**src/rtl/pipe_skid_stage.sv**
```systemverilog
// pipe_skid_stage: valid/ready pipeline register with a 2-entry skid buffer, flush-to-NOP and occupancy
module pipe_skid_stage #(
    parameter int DATA_W = 96,
    parameter logic [DATA_W-1:0] NOP_VALUE = {DATA_W{1'b0}}
) (
    input  logic              clk,
    input  logic              reset,
    input  logic              flush,
    input  logic              in_valid,
    output logic              in_ready,
    input  logic [DATA_W-1:0] in_data,
    output logic              out_valid,
    input  logic              out_ready,
    output logic [DATA_W-1:0] out_data,
    output logic [1:0]        occupancy
);
    localparam logic [1:0] EMPTY = 2'd0;
    localparam logic [1:0] ONE   = 2'd1;
    localparam logic [1:0] FULL  = 2'd2;

    logic [1:0]        r_state;
    logic [DATA_W-1:0] r_main;
    logic [DATA_W-1:0] r_skid;
    logic              w_in_fire;
    logic              w_out_fire;

    // in_ready is decoded from r_state alone so out_ready never reaches it combinationally
    assign in_ready   = r_state != FULL;
    assign out_valid  = r_state != EMPTY;
    assign out_data   = out_valid ? r_main : NOP_VALUE;
    assign occupancy  = r_state;
    assign w_in_fire  = in_valid && in_ready;
    assign w_out_fire = out_valid && out_ready;

    always_ff @(posedge clk) begin
        if (reset || flush) begin
            r_state <= EMPTY;
            r_main  <= NOP_VALUE;
            r_skid  <= NOP_VALUE;
        end else if (r_state == EMPTY) begin
            if (w_in_fire) begin
                r_state <= ONE;
                r_main  <= in_data;
            end
        end else if (r_state == ONE) begin
            if (w_in_fire && !w_out_fire) begin
                r_state <= FULL;
                r_skid  <= in_data;
            end else if (w_in_fire) begin
                r_main  <= in_data;
            end else if (w_out_fire) begin
                r_state <= EMPTY;
                r_main  <= NOP_VALUE;
            end
        end else if (w_out_fire) begin
            r_state <= ONE;
            r_main  <= r_skid;
            r_skid  <= NOP_VALUE;
        end
    end
endmodule

```
**config.mk**
```make
export PLATFORM = sky130hd
export DESIGN_NAME = pipe_skid_stage
export DESIGN_NICKNAME = d
export VERILOG_FILES = /design/src/rtl/pipe_skid_stage.sv
export SDC_FILE = /design/constraint.sdc
export NUM_CORES = 1
export LEC_CHECK = 0
export CAP_MARGIN = 20
export CELL_PAD_IN_SITES_DETAIL_PLACEMENT = 0
export CELL_PAD_IN_SITES_GLOBAL_PLACEMENT = 1
export CORE_ASPECT_RATIO = 2
export CORE_MARGIN = 4
export CORE_UTILIZATION = 37
export DETAILED_ROUTE_END_ITERATION = 6
export PLACE_DENSITY = 0.83
export SYNTH_ARGS = -nofsm -noshare
export SYNTH_HDL_FRONTEND = slang
export SYNTH_SLANG_ARGS = --single-unit
```
**constraint.sdc**
```tcl
create_clock -name clk -period 2 [get_ports clk]
set_input_delay 0.5 -clock clk [delete_from_list [all_inputs] [get_ports clk]]
set_output_delay 0.5 -clock clk [all_outputs]
set_load 0.01 [all_outputs]
```
# Yosys cells after proc, flatten, opt, wreduce, memory -nomap -nowiden
# Cells that the tools add are included.
[classes] n_eq_ne=7 muxes=17 n_bitwise=1 reduce_logical=12
[ops] cell="96-bit 2-to-1 mux" n=10
[ops] cell="2-bit 2-to-1 mux" n=7
[ops] cell="4-bit by 3-bit != test with 1-bit output (second input constant)" n=2
[ops] cell="4-bit AND reduction" n=2
[ops] cell="2-bit != test (second input constant)" n=2
[ops] cell="2-bit nonzero test" n=2
[ops] cell="1-bit logical AND" n=3
[ops] cell="3-bit != test (second input constant)" n=1
[ops] cell="3-bit AND reduction" n=1
[ops] cell="3-bit nonzero test" n=1
[ops] cell="2-bit by 1-bit == test with 1-bit output (second input constant)" n=1
[ops] cell="2-bit zero test" n=1
[ops] cell="2-bit by 1-bit != test with 1-bit output (second input constant)" n=1
[ops] cell="1-bit zero test" n=1
[ops] cell="1-bit logical OR" n=1
[ops] cell="1-bit NOT" n=1
[word_totals] ff_bits=194 out_inout_bits=100 elab_cells=40

# Depth between registers and ports, before layout
# Gate-level depths: netlist of the first run.
[depth] ltp_word=7 depth_mapped=7

# Worst setup path before layout of the first run
# Ideal clock, no wire load.
[synth_path] kind="reg2out" from="register r_state[1], in the netlist occupancy[1]" to="output out_data[55]" arrival_ns=1.317 required_ns=1.500 path_slack_ns=0.183 path_stages_with_launch=6 path_buffers=3 path_cell_list="dfxtp_1 > buf_6 > nor2_4 > clkbuf_1 > buf_1 > nor2_1"
[synth_via] elab_chain_len=2
[synth_rtl] item="start: declaration" line_no="21" source="logic [1:0] r_state;"
[synth_rtl] item="start signal: assignment" line_no="37" source="r_state <= EMPTY;"
[synth_rtl] item="start signal: assignment" line_no="42" source="r_state <= ONE;"
[synth_rtl] item="start signal: assignment" line_no="47" source="r_state <= FULL;"
[synth_rtl] item="2-bit nonzero test" line_no="29" source="assign out_valid = r_state != EMPTY;"
[synth_rtl] item="96-bit 2-to-1 mux" line_no="30" source="assign out_data = out_valid ? r_main : NOP_VALUE;"
[synth_rtl] item="end: declaration" line_no="14" source="output logic [DATA_W-1:0] out_data,"
# No other way between the ends.

# Worst setup path in the final report of the first run
[layout_path] from="register r_state[1], in the netlist occupancy[1]" to="output out_data[70]"
# The elaborated chain is that of the path after synthesis.

==> results_dict.tcl, run 1 <==
set metrics [dict create \
    layout_min_cycle_time_ns 2.03 \
    clkPwrFrac_pct 38.3 \
    ys_seq_area_share_pct 45.0 \
    p_sw_share_pct 24.9 \
    grt_pass1_vias 7969 \
    critical_path_arrival_ns 1.53 \
    muxShareOfSynthArea_pct 11.5 \
    finalHoldViolations 0 \
    antenna_found_initial 2 \
    yosys_warnings 0 \
    worstHoldPathType "register to register" \
    worst_setup_path_start_kind "register" \
    yosys.area.top_type "dfxtp_1" \
    synth_cells 1075 \
    synth_top_family_by_area "simple AND/OR/NAND/NOR gates" \
    via_per_inst 5.17 \
    use_met1_pct 22.6 \
    cts-root-buf "clkbuf_16" \
    cts_tree "built" \
    cts.clk_slew.worst_paths_ns 0.07 \
    status "complete, but fails checks" \
    drtIter0Drc 471 \
    finalSetupViolCount 15 \
    power_frac_comb_pct 13.2 \
    grt_usage_pct 20.0 \
    r2r_end "r_main[61]$_SDFFE_PP0P_" \
    layoutNonFillerInstCount 1560 \
    vias 8059 \
    avgSynthCellArea_um2 8.03 \
    seqCellArea_um2 3890 \
    holdWs_ns 0.455 \
    num-fill-cells 2225 \
    dr.pass1.iters 5 \
    r2r_setup_slack_ns 0.15 \
    end_kind "output pin" \
    synth_area_leaders "dfxtp_1 45%, nand2_1 13%, mux2i_1 11%" \
    seqPwrFrac_pct 48.5 \
    grt_use_met3_pct 3.41 \
    die-height_um 224 \
    powerDensity_nw_per_um2 690 \
    dieArea_um2 26000 \
    maxSlewViolCount 0 \
    cap_viol_max_count 0 \
    grt_pass1_wl_mm 41.0 \
    core_um2 22800 \
    start_util_pct 37.8 \
    clock_latency_ns 0.43 \
    fmax_mhz 494 \
    crit_type "register to output pin" \
    place_inst 1520 \
    cts_made_buffers 17 \
    nets 1368 \
    synth_top_area_share_pct 45.0 \
    place_area_um2 11400 \
    routed_wl_mm 26.5 \
    fin_area_um2 11900 \
    min_period_over_period_pct 101 \
    tightest_slew_ns 0.332 \
    ios 201 \
    skew_ns 0.0111 \
    grt_max_degree 62 \
    gr-total-overflow 0 \
    worst_slack_ns -0.0254 \
    cts_sinks 194 \
    avgRoutedWirePerCell_um 17.0 \
    worstPathRequired_ns 1.50 \
    die_width_um 116 \
    area_growth_pct 37.5 \
    synth_xor_area_share_pct 0 \
    vdd_ir_drop_max_v 0.000464 \
    drive_gt1_share_pct 18.9 \
    netlist_area_um2 8630 \
    row_count 78 \
    p_switching_mw 2.04 \
    yosys_register_bits 194 \
    rsz0062_at_grt "true" \
    use_met2_pct 36.4 \
    max_slew_margin_pct 77.8 \
    post-dp-hpwl_mm 17.3 \
    ant_nets 0 \
    detail_route.drc_violations 0 \
    r2r_cells 8 \
    internal_power_mw 6.15 \
    synthAdderAreaFrac_pct 0 \
    globalplace.congestion 0.783 \
    synth_nets 1176 \
    multi_input_area_um2 4070 \
    ys_types 25 \
    cp-endpoint "out_data[70]" \
    critPathLaunch "occupancy[1]$_SDFFE_PP0P_" \
    path_max_fanout 6 \
    cts_max_level 4 \
    p_leak_nw 4.98 \
    whs_path_depth 2 \
    io_buffers 200 \
    clockBufferDepth 2 \
    violations "negative setup slack" \
    power_mw 8.19 \
    synth_compound_area_share_pct 16.4 \
    grt_busiest_layer "met2" \
    r2r-start "occupancy[1]$_SDFFE_PP0P_" \
    yosys.area_share.simple_pct 17.5 \
]
## timing repair
action	in CTS	in global routing
buffers inserted	3	2
resized for setup	386	55
pin swaps	1	1
gates cloned	2	2
hold buffers	0	0
endpoints found under the setup margin	100	64
## sequential cells by signal (all words and copies together) (netlist names)
signal and count:
occupancy 2, r_main 96, r_skid 96
## critical path, cell delays in order (launching register included)
cell	delay, ns
dfxtp_2	0.34
nor2_4	0.16
buf_8	0.17
buf_12	0.13
buf_12	0.12
nor2_1	0.04
buf_2	0.13
## routing by layer
layer	vias to the layer above	share of wire, %
li1	3946	-
met1	3843	39
met2	229	53
met3	41	4.4
met4	0	2.9
met5	-	0
## cells in the mapped netlist
cell and number:
inv_1 97, dfxtp_1 194, nor4b_4 1, nor2_4 1, o21a_1 1, mux2i_1 97
o21ai_0 97, nor2_2 1, buf_4 6, nor2_1 97, a221oi_2 10, nand2_1 290
buf_2 22, o221a_2 1, mux2_2 1, nor4_1 1, nand2b_1 1, buf_6 7
buf_1 11, mux2i_2 1, a21oi_1 1, inv_2 1, a221oi_1 86, clkbuf_1 49
or2_0 1
## power groups by stage
stage	combinational [mW]	clock [mW]	sequential [mW]
floorplan	0.454	0	4.05
global placement	1.02	0	4.06
detailed placement	1.03	0	4.06
CTS	1.05	3.21	3.97
global route	1.16	3.35	3.98
finish	1.08	3.14	3.97
## cell families after synthesis
family | after synthesis
AO/OA/AOI/OAI | 196
buffers and inverters | 193
flip-flops | 194
multiplexers | 99
AND/OR/NAND/NOR | 393
## worst min-delay path by stage
stage,from,endpoint,slack [ns]
2_1_floorplan,r_skid[0]$_SDFFE_PP0P_,r_skid[0]$_SDFFE_PP0P_,0.43
3_3_place_gp,r_skid[5]$_SDFFE_PP0P_,r_skid[5]$_SDFFE_PP0P_,0.44
3_5_place_dp,r_skid[27]$_SDFFE_PP0P_,r_skid[27]$_SDFFE_PP0P_,0.45
4_1_cts,r_skid[42]$_SDFFE_PP0P_,r_skid[42]$_SDFFE_PP0P_,0.46
5_1_grt,r_skid[81]$_SDFFE_PP0P_,r_skid[81]$_SDFFE_PP0P_,0.47
6_report,r_skid[10]$_SDFFE_PP0P_,r_skid[10]$_SDFFE_PP0P_,0.45
## cells in the final DEF, fill, tap and decap left out
cell             synthesis  final
nand2_1                290    289
dfxtp_1                194    192
clkdlybuf4s50_1          0     99
inv_1                   97     97
mux2i_1                 97     97
o21ai_0                 97     97
a221oi_1                86     86
buf_2                   22     79
nor2_1                  97     71
buf_12                   0     38
buf_4                    6     23
clkbuf_16                0     19
nor2_2                   1     15
nor2_4                   1     13
a221oi_2                10     10
buf_6                    7     10
clkbuf_2                 0      9
clkinvlp_4               0      5
clkbuf_8                 0      3
buf_16                   0      3
dlygate4sd2_1            0      3
diode_2                  0      2
clkinv_2                 0      2
clkbuf_1                49      2
dfxtp_2                  0      2
buf_8                    0      2
inv_2                    1      1
nand2b_1                 1      1
mux2i_4                  0      1
nand2_2                  0      1
mux2_2                   1      1
o221a_2                  1      1
nor4b_4                  1      1
or2_0                    1      1
o21a_4                   0      1
a21oi_1                  1      1
nor4_1                   1      1
inv_6                    0      1
## per-stage QoR
step,setup slack [ns],TNS [ns],util (%)
global placement,-0.0870,-8.18,50.1
global route,-0.0964,-2.22,52.0
detailed placement,-0.121,-11.63,50.1
CTS,-0.111,-0.671,51.4
floorplan,0.183,0,-
finish,-0.0254,-0.223,52.0
## layout make-up
type | count | share of cell area, %
timing repair buffer | 268 | 22.5
inverter | 98 | 3.10
clock inverter | 8 | 0.474
multi-input combinational | 688 | 34.2
clock buffer | 22 | 3.99
sequential | 194 | 32.7
tap | 280 | 2.95
antenna | 2 | 0.0422
Power figures use the tool's default switching activity.
==> inputs of run 2 (changes only) <==
--- a/config.mk
+++ b/config.mk
@@ -13,6 +13,7 @@
 export CORE_UTILIZATION = 37
 export DETAILED_ROUTE_END_ITERATION = 6
 export PLACE_DENSITY = 0.83
+export SLEW_MARGIN = 20
 export SYNTH_ARGS = -nofsm -noshare
 export SYNTH_HDL_FRONTEND = slang
 export SYNTH_SLANG_ARGS = --single-unit
==> results of run 2 <==
Same layout as run 1: the final DEF is identical, and so are final timing and power.
==> inputs of run 3 (changes only) <==
--- a/config.mk
+++ b/config.mk
@@ -11,6 +11,7 @@
 export CORE_ASPECT_RATIO = 2
 export CORE_MARGIN = 4
 export CORE_UTILIZATION = 37
+export CTS_CLUSTER_DIAMETER = 100
 export DETAILED_ROUTE_END_ITERATION = 6
 export PLACE_DENSITY = 0.83
 export SLEW_MARGIN = 20
==> constraint.sdc (replaced) <==
create_clock -name clk -period 2 [get_ports clk]
set_input_delay 0.5 -clock clk [delete_from_list [all_inputs] [get_ports clk]]
set_output_delay 0.5 -clock clk [all_outputs]
set_load 0.1 [all_outputs]
==> run 3 against run 2 <==
  * The run still ends with negative setup slack left
  * Clock power increased by 6.4%
  * Critical path type unchanged
  * Largest cell class unchanged
  * Critical path depth is the same
  * Non-clock buffer count increased by 5
  * Wire length fell by 1.2%
  * Count of clock-buffer cells in the layout is 1 lower
==> results_dict.tcl, run 3 (same netlist as run 1, synthesis figures left out) <==
set metrics [dict create \
    end_kind "output pin" \
    holdWs_ns 0.456 \
    detail_route.drc_violations 0 \
    violations "negative setup slack" \
    vias 8027 \
    status "complete, but fails checks" \
    hold_start "r_skid[47]$_SDFFE_PP0P_" \
    cts_made_buffers 17 \
    die-height_um 224 \
    layout_common_cells "289 x nand2_1, 192 x dfxtp_1, 133 x buf_12, 99 x nor2_4, 99 x clkdlybuf4s50_1" \
    crit_type "register to output pin" \
    ios 201 \
    multi_input_area_um2 4670 \
    routed_wl_mm 26.2 \
    globalplace.congestion 0.779 \
    row_count 78 \
    min_period_over_period_pct 106 \
    skew_ns 0.0133 \
    worstHoldPathType "register to register" \
    core_um2 22800 \
    r2r_setup_slack_ns 0.13 \
    cts_tree "built" \
    dr.pass1.iters 5 \
    cts_max_level 4 \
    critical_path_arrival_ns 1.61 \
    p_leak_nw 5.30 \
    avgRoutedWirePerCell_um 16.7 \
    start_util_pct 37.8 \
    cap_viol_max_count 0 \
    rsz0062_at_grt "true" \
    grt_max_degree 73 \
    vdd_ir_drop_max_v 0.000419 \
    die_width_um 116 \
    worst_setup_path_start_kind "register" \
    critPathLaunch "occupancy[1]$_SDFFE_PP0P_" \
    final_common_cell "nand2_1" \
    io_buffers 200 \
    max_slew_margin_pct 75.6 \
    r2r-start "occupancy[1]$_SDFFE_PP0P_" \
    dieArea_um2 26000 \
    clockBufferDepth 2 \
    area_growth_pct 62.0 \
    clock_latency_ns 0.44 \
    tightest_slew_ns 0.365 \
    fmax_mhz 473 \
    layout_min_cycle_time_ns 2.11 \
    worstPathRequired_ns 1.50 \
    finalSetupViolCount 96 \
    antenna_found_initial 6 \
    grt_pass1_wl_mm 41.2 \
    grt_pass1_vias 7934 \
    nets 1373 \
    seqCellArea_um2 3890 \
    post-dp-hpwl_mm 17.3 \
    grt_usage_pct 20.3 \
    powerDensity_nw_per_um2 619 \
    finalHoldViolations 0 \
    path_max_fanout 8 \
    drtIter0Drc 391 \
    ant_nets 0 \
    cts_sinks 194 \
    worst_slack_ns -0.113 \
    place_ws_ns -0.0872 \
    drive_gt1_share_pct 25.1 \
    via_per_inst 5.12 \
    cts-root-buf "clkbuf_16" \
    gr-total-overflow 0 \
    cts.clk_slew.worst_paths_ns 0.07 \
    maxSlewViolCount 0 \
    num-fill-cells 1923 \
]
run 3: power by group:
group | switching, mW | internal, mW | total [mW] | leakage (nW)
combinational | 0.766 | 0.575 | 1.34 | 3.45
clock | 1.52 | 1.82 | 3.34 | 0.272
sequential | 0.0222 | 3.95 | 3.97 | 1.57
total | 2.31 | 6.34 | 8.65 | 5.30
run 3: worst max-delay path, cell delays in order (launching register included):
cell and delay [ns]:
dfxtp_4 0.35, nor2_4 0.13, buf_12 0.15, buf_12 0.14, buf_12 0.16, nor2_4 0.05, buf_12 0.16
run 3: through the flow:
stage	utilization, %	std cells	setup TNS (ns)	cell area (um2)	power [mW]
after floorplan	-	1075	-7.08	9440	4.76
after global placement	57.4	1518	-0.207	13100	5.32
after detailed placement	57.4	1518	-3.39	13100	5.33
after CTS	60.9	1562	-7.94	13900	8.73
after global routing	61.2	1569	-11.81	14000	8.97
final	61.2	1569	-6.99	14000	8.65
run 3: layout make-up:
cell class              count  share of cell area [%]
diodes                      4                  0.0716
clock buffers              21                    3.36
clock inverters            11                   0.752
inverters                  98                    2.67
multi-input cells         688                    33.4
flip-flops and latches    194                    27.8
well taps                 280                    2.51
repair buffers            273                    29.4
run 3: worst paths after layout:
path	to	cells past startpoint
worst max-delay path	out_data[18]	6
worst min-delay path	r_skid[47]$_SDFFE_PP0P_	2
worst max register to register	r_main[45]$_SDFFE_PP0P_	9
worst min register to register	r_skid[47]$_SDFFE_PP0P_	2
run 3: what timing repair did:
item	4_1_cts	5_1_grt
gates resized for setup	15	4
cloned	3	1
buffers inserted	9	2
hold buffers	0	0
setup endpoints to repair	97	97
pin swaps	12	4
run 3: per-layer routing:
metal	track usage, %	up-vias	wire (um)
met4	10.1	2	829
met5	0	-	14
met1	23.3	3801	10100
li1	-	3968	-
met2	35.7	208	14100
met3	3.33	48	1090
==> edit (config.mk and constraints of run 2) <==
Change the parameter `DATA_W` from 96 to 104.
--- a/src/rtl/pipe_skid_stage.sv
+++ b/src/rtl/pipe_skid_stage.sv
@@ -1,6 +1,6 @@
 // pipe_skid_stage: valid/ready pipeline register with a 2-entry skid buffer, flush-to-NOP and occupancy
 module pipe_skid_stage #(
-    parameter int DATA_W = 96,
+    parameter int DATA_W = 104,
     parameter logic [DATA_W-1:0] NOP_VALUE = {DATA_W{1'b0}}
 ) (
     input  logic              clk,
Ports: changed (resized in_data and out_data); port bits go from 201 to 217. The function was not compared with the original's and may differ.
==> edit against run 2 <==
- the flow still finishes with violations (negative setup slack)
- sequential cell count is 16 higher
- synthesized area increased by 7.5%
- wire length is 14% higher
- clock skew shrank 0.0038 ns
- hold slack better by 0.0019 ns
- design area up 14%
- power increased by 15%
- core utilization is 2.8 points higher
- setup slack got worse by 0.11 ns
- synthesized cell count grew 8.3%
- final cell count increased by 9.9%
- sequential power grew 8.3%
- register-to-register slack worse by 0.05 ns
- critical path type unchanged
- largest cell class unchanged
- largest power group unchanged
==> edit: results (changes against run 2) <==
* Avg Vias per Cell: 5.072 (-1.8%)
- Leakage power of the design: 5.801 nW (+16%)
- The slack of the critical path is -0.1378 ns (-0.1124 ns).
- The global-route total usage across every layer is 19.85% (-0.19 points).
- Initial antenna violation count: 1 (-1)
* Total wire length after detailed routing: 30,200 µm (+14%)
- The final worst clock skew came to 0.007291 ns (-0.003824 ns).
- Share of the yosys chip area belonging to registers: 45.33% (+0.33 points)
* Cell count after placement: 1,654 (+8.8%)
- Skew-Pair Late Insertion Delay: 0.49 ns (+0.06 ns)
- Via count of the first global-routing pass: 8,523 (+7.0%)
- The clock tree buffer depth was 3 (+1).
* DRT Pass-1 Iters: 4 (-1)
- The number of different library cells in the post-synthesis netlist came to 22 (-12%).
- The setup TNS after final layout was -6.262 ns (-6.039 ns).
- The worst vdd rail ir drop is 0.6342 mV (+37%).
- The maximum net fanout on the critical path is 5 (-1).
- HPWL after DPL: 18,860 µm (+9.1%)
* Slew margin rel.: 57.56% (-20 points)
* WP data arrival: 1.64 ns (+0.11 ns)
- The first-pass GRT wire length is 45,020 µm (+9.8%).
- I/O Buffers: 216 (+8.0%)
- DR WL/cell: 17.61 µm (+3.7%)
- The final reports fail on negative setup slack.
* Status: finished, violations left
* Final-report setup violation count: 101 (+86)
## edit: changes by cell type in the layout (fill, tap and decap cells not counted), moves of 22 or more
cell                             before  now
sky130_fd_sc_hd__dlymetal6s2s_1       0   22
sky130_fd_sc_hd__clkbuf_2             9   34
sky130_fd_sc_hd__buf_6               10   47
sky130_fd_sc_hd__buf_2               79   12
sky130_fd_sc_hd__nor2_4              13   41
sky130_fd_sc_hd__nand2_1            289  313
## edit: final cells by class
| class | instances | area share, % |
|---|---|---|
| repair buffers | 288 | 24.37 |
| multi-input cells | 744 | 33.43 |
| flip-flops and latches | 210 | 31.19 |
| clock buffers | 30 | 4.444 |
| inverters | 106 | 2.950 |
| clock inverters | 4 | 0.5195 |
| diodes | 1 | 0.01855 |
| well taps | 332 | 3.080 |
## edit: logic make-up after synthesis
family,synth area share (%)
AO/OA/AOI/OAI,15.74
multiplexers,11.56
AND/OR/NAND/NOR,17.58
flip-flops,45.33
buffers and inverters,9.793
## edit: final timing paths
check	depth (start not counted)	slack [ns]	start	endpoint
max	6	-0.14	occupancy[1]$_SDFFE_PP0P_	out_data[84]
min	2	0.46	r_skid[47]$_SDFFE_PP0P_	r_skid[47]$_SDFFE_PP0P_
max reg2reg	9	0.10	occupancy[1]$_SDFFE_PP0P_	r_main[10]$_SDFFE_PP0P_
min reg2reg	2	0.46	r_skid[47]$_SDFFE_PP0P_	r_skid[47]$_SDFFE_PP0P_
## edit: layer usage
layer	vias up	GRT usage (%)	part of all wire, %
li1	4277	-	-
met1	4135	23.28	40
met2	232	36.20	52
met3	54	2.560	4.3
met4	0	7.781	3.5
met5	-	0	0
## edit: worst min-delay path, delay by kind of cell (launching register included)
kind	cells	cell delay, ns
muxes	1	0.05
and+or+nand+nor	1	0.05
DFF	1	0.31
## edit: stage by stage
stage	worst slack (ns)	hold slack, ns	instance area (µm²)	total power [mW]
2_1_floorplan	0.2018	0.4349	9275	4.863
3_3_place_gp	-0.08608	0.4404	12190	5.431
3_5_place_dp	-0.1202	0.4479	12190	5.439
4_1_cts	-0.4674	0.4567	12720	9.371
5_1_grt	-0.1990	0.4726	13490	9.750
6_report	-0.1378	0.4565	13490	9.421
## edit: what timing repair did
item | CTS | global route
buffers inserted | 0 | 16
cloned | 1 | 9
resized for setup | 144 | 281
setup endpoints to repair | 108 | 112
pin swaps | 1 | 1
endpoints found under the hold margin | 0 | 0
## edit: power by group
group | switching, mW | internal [mW] | leakage [nW]
logic | 0.637 | 0.554 | 3.77
clock network | 1.61 | 2.32 | 0.330
registers | 0.0233 | 4.28 | 1.70
total | 2.27 | 7.15 | 5.80
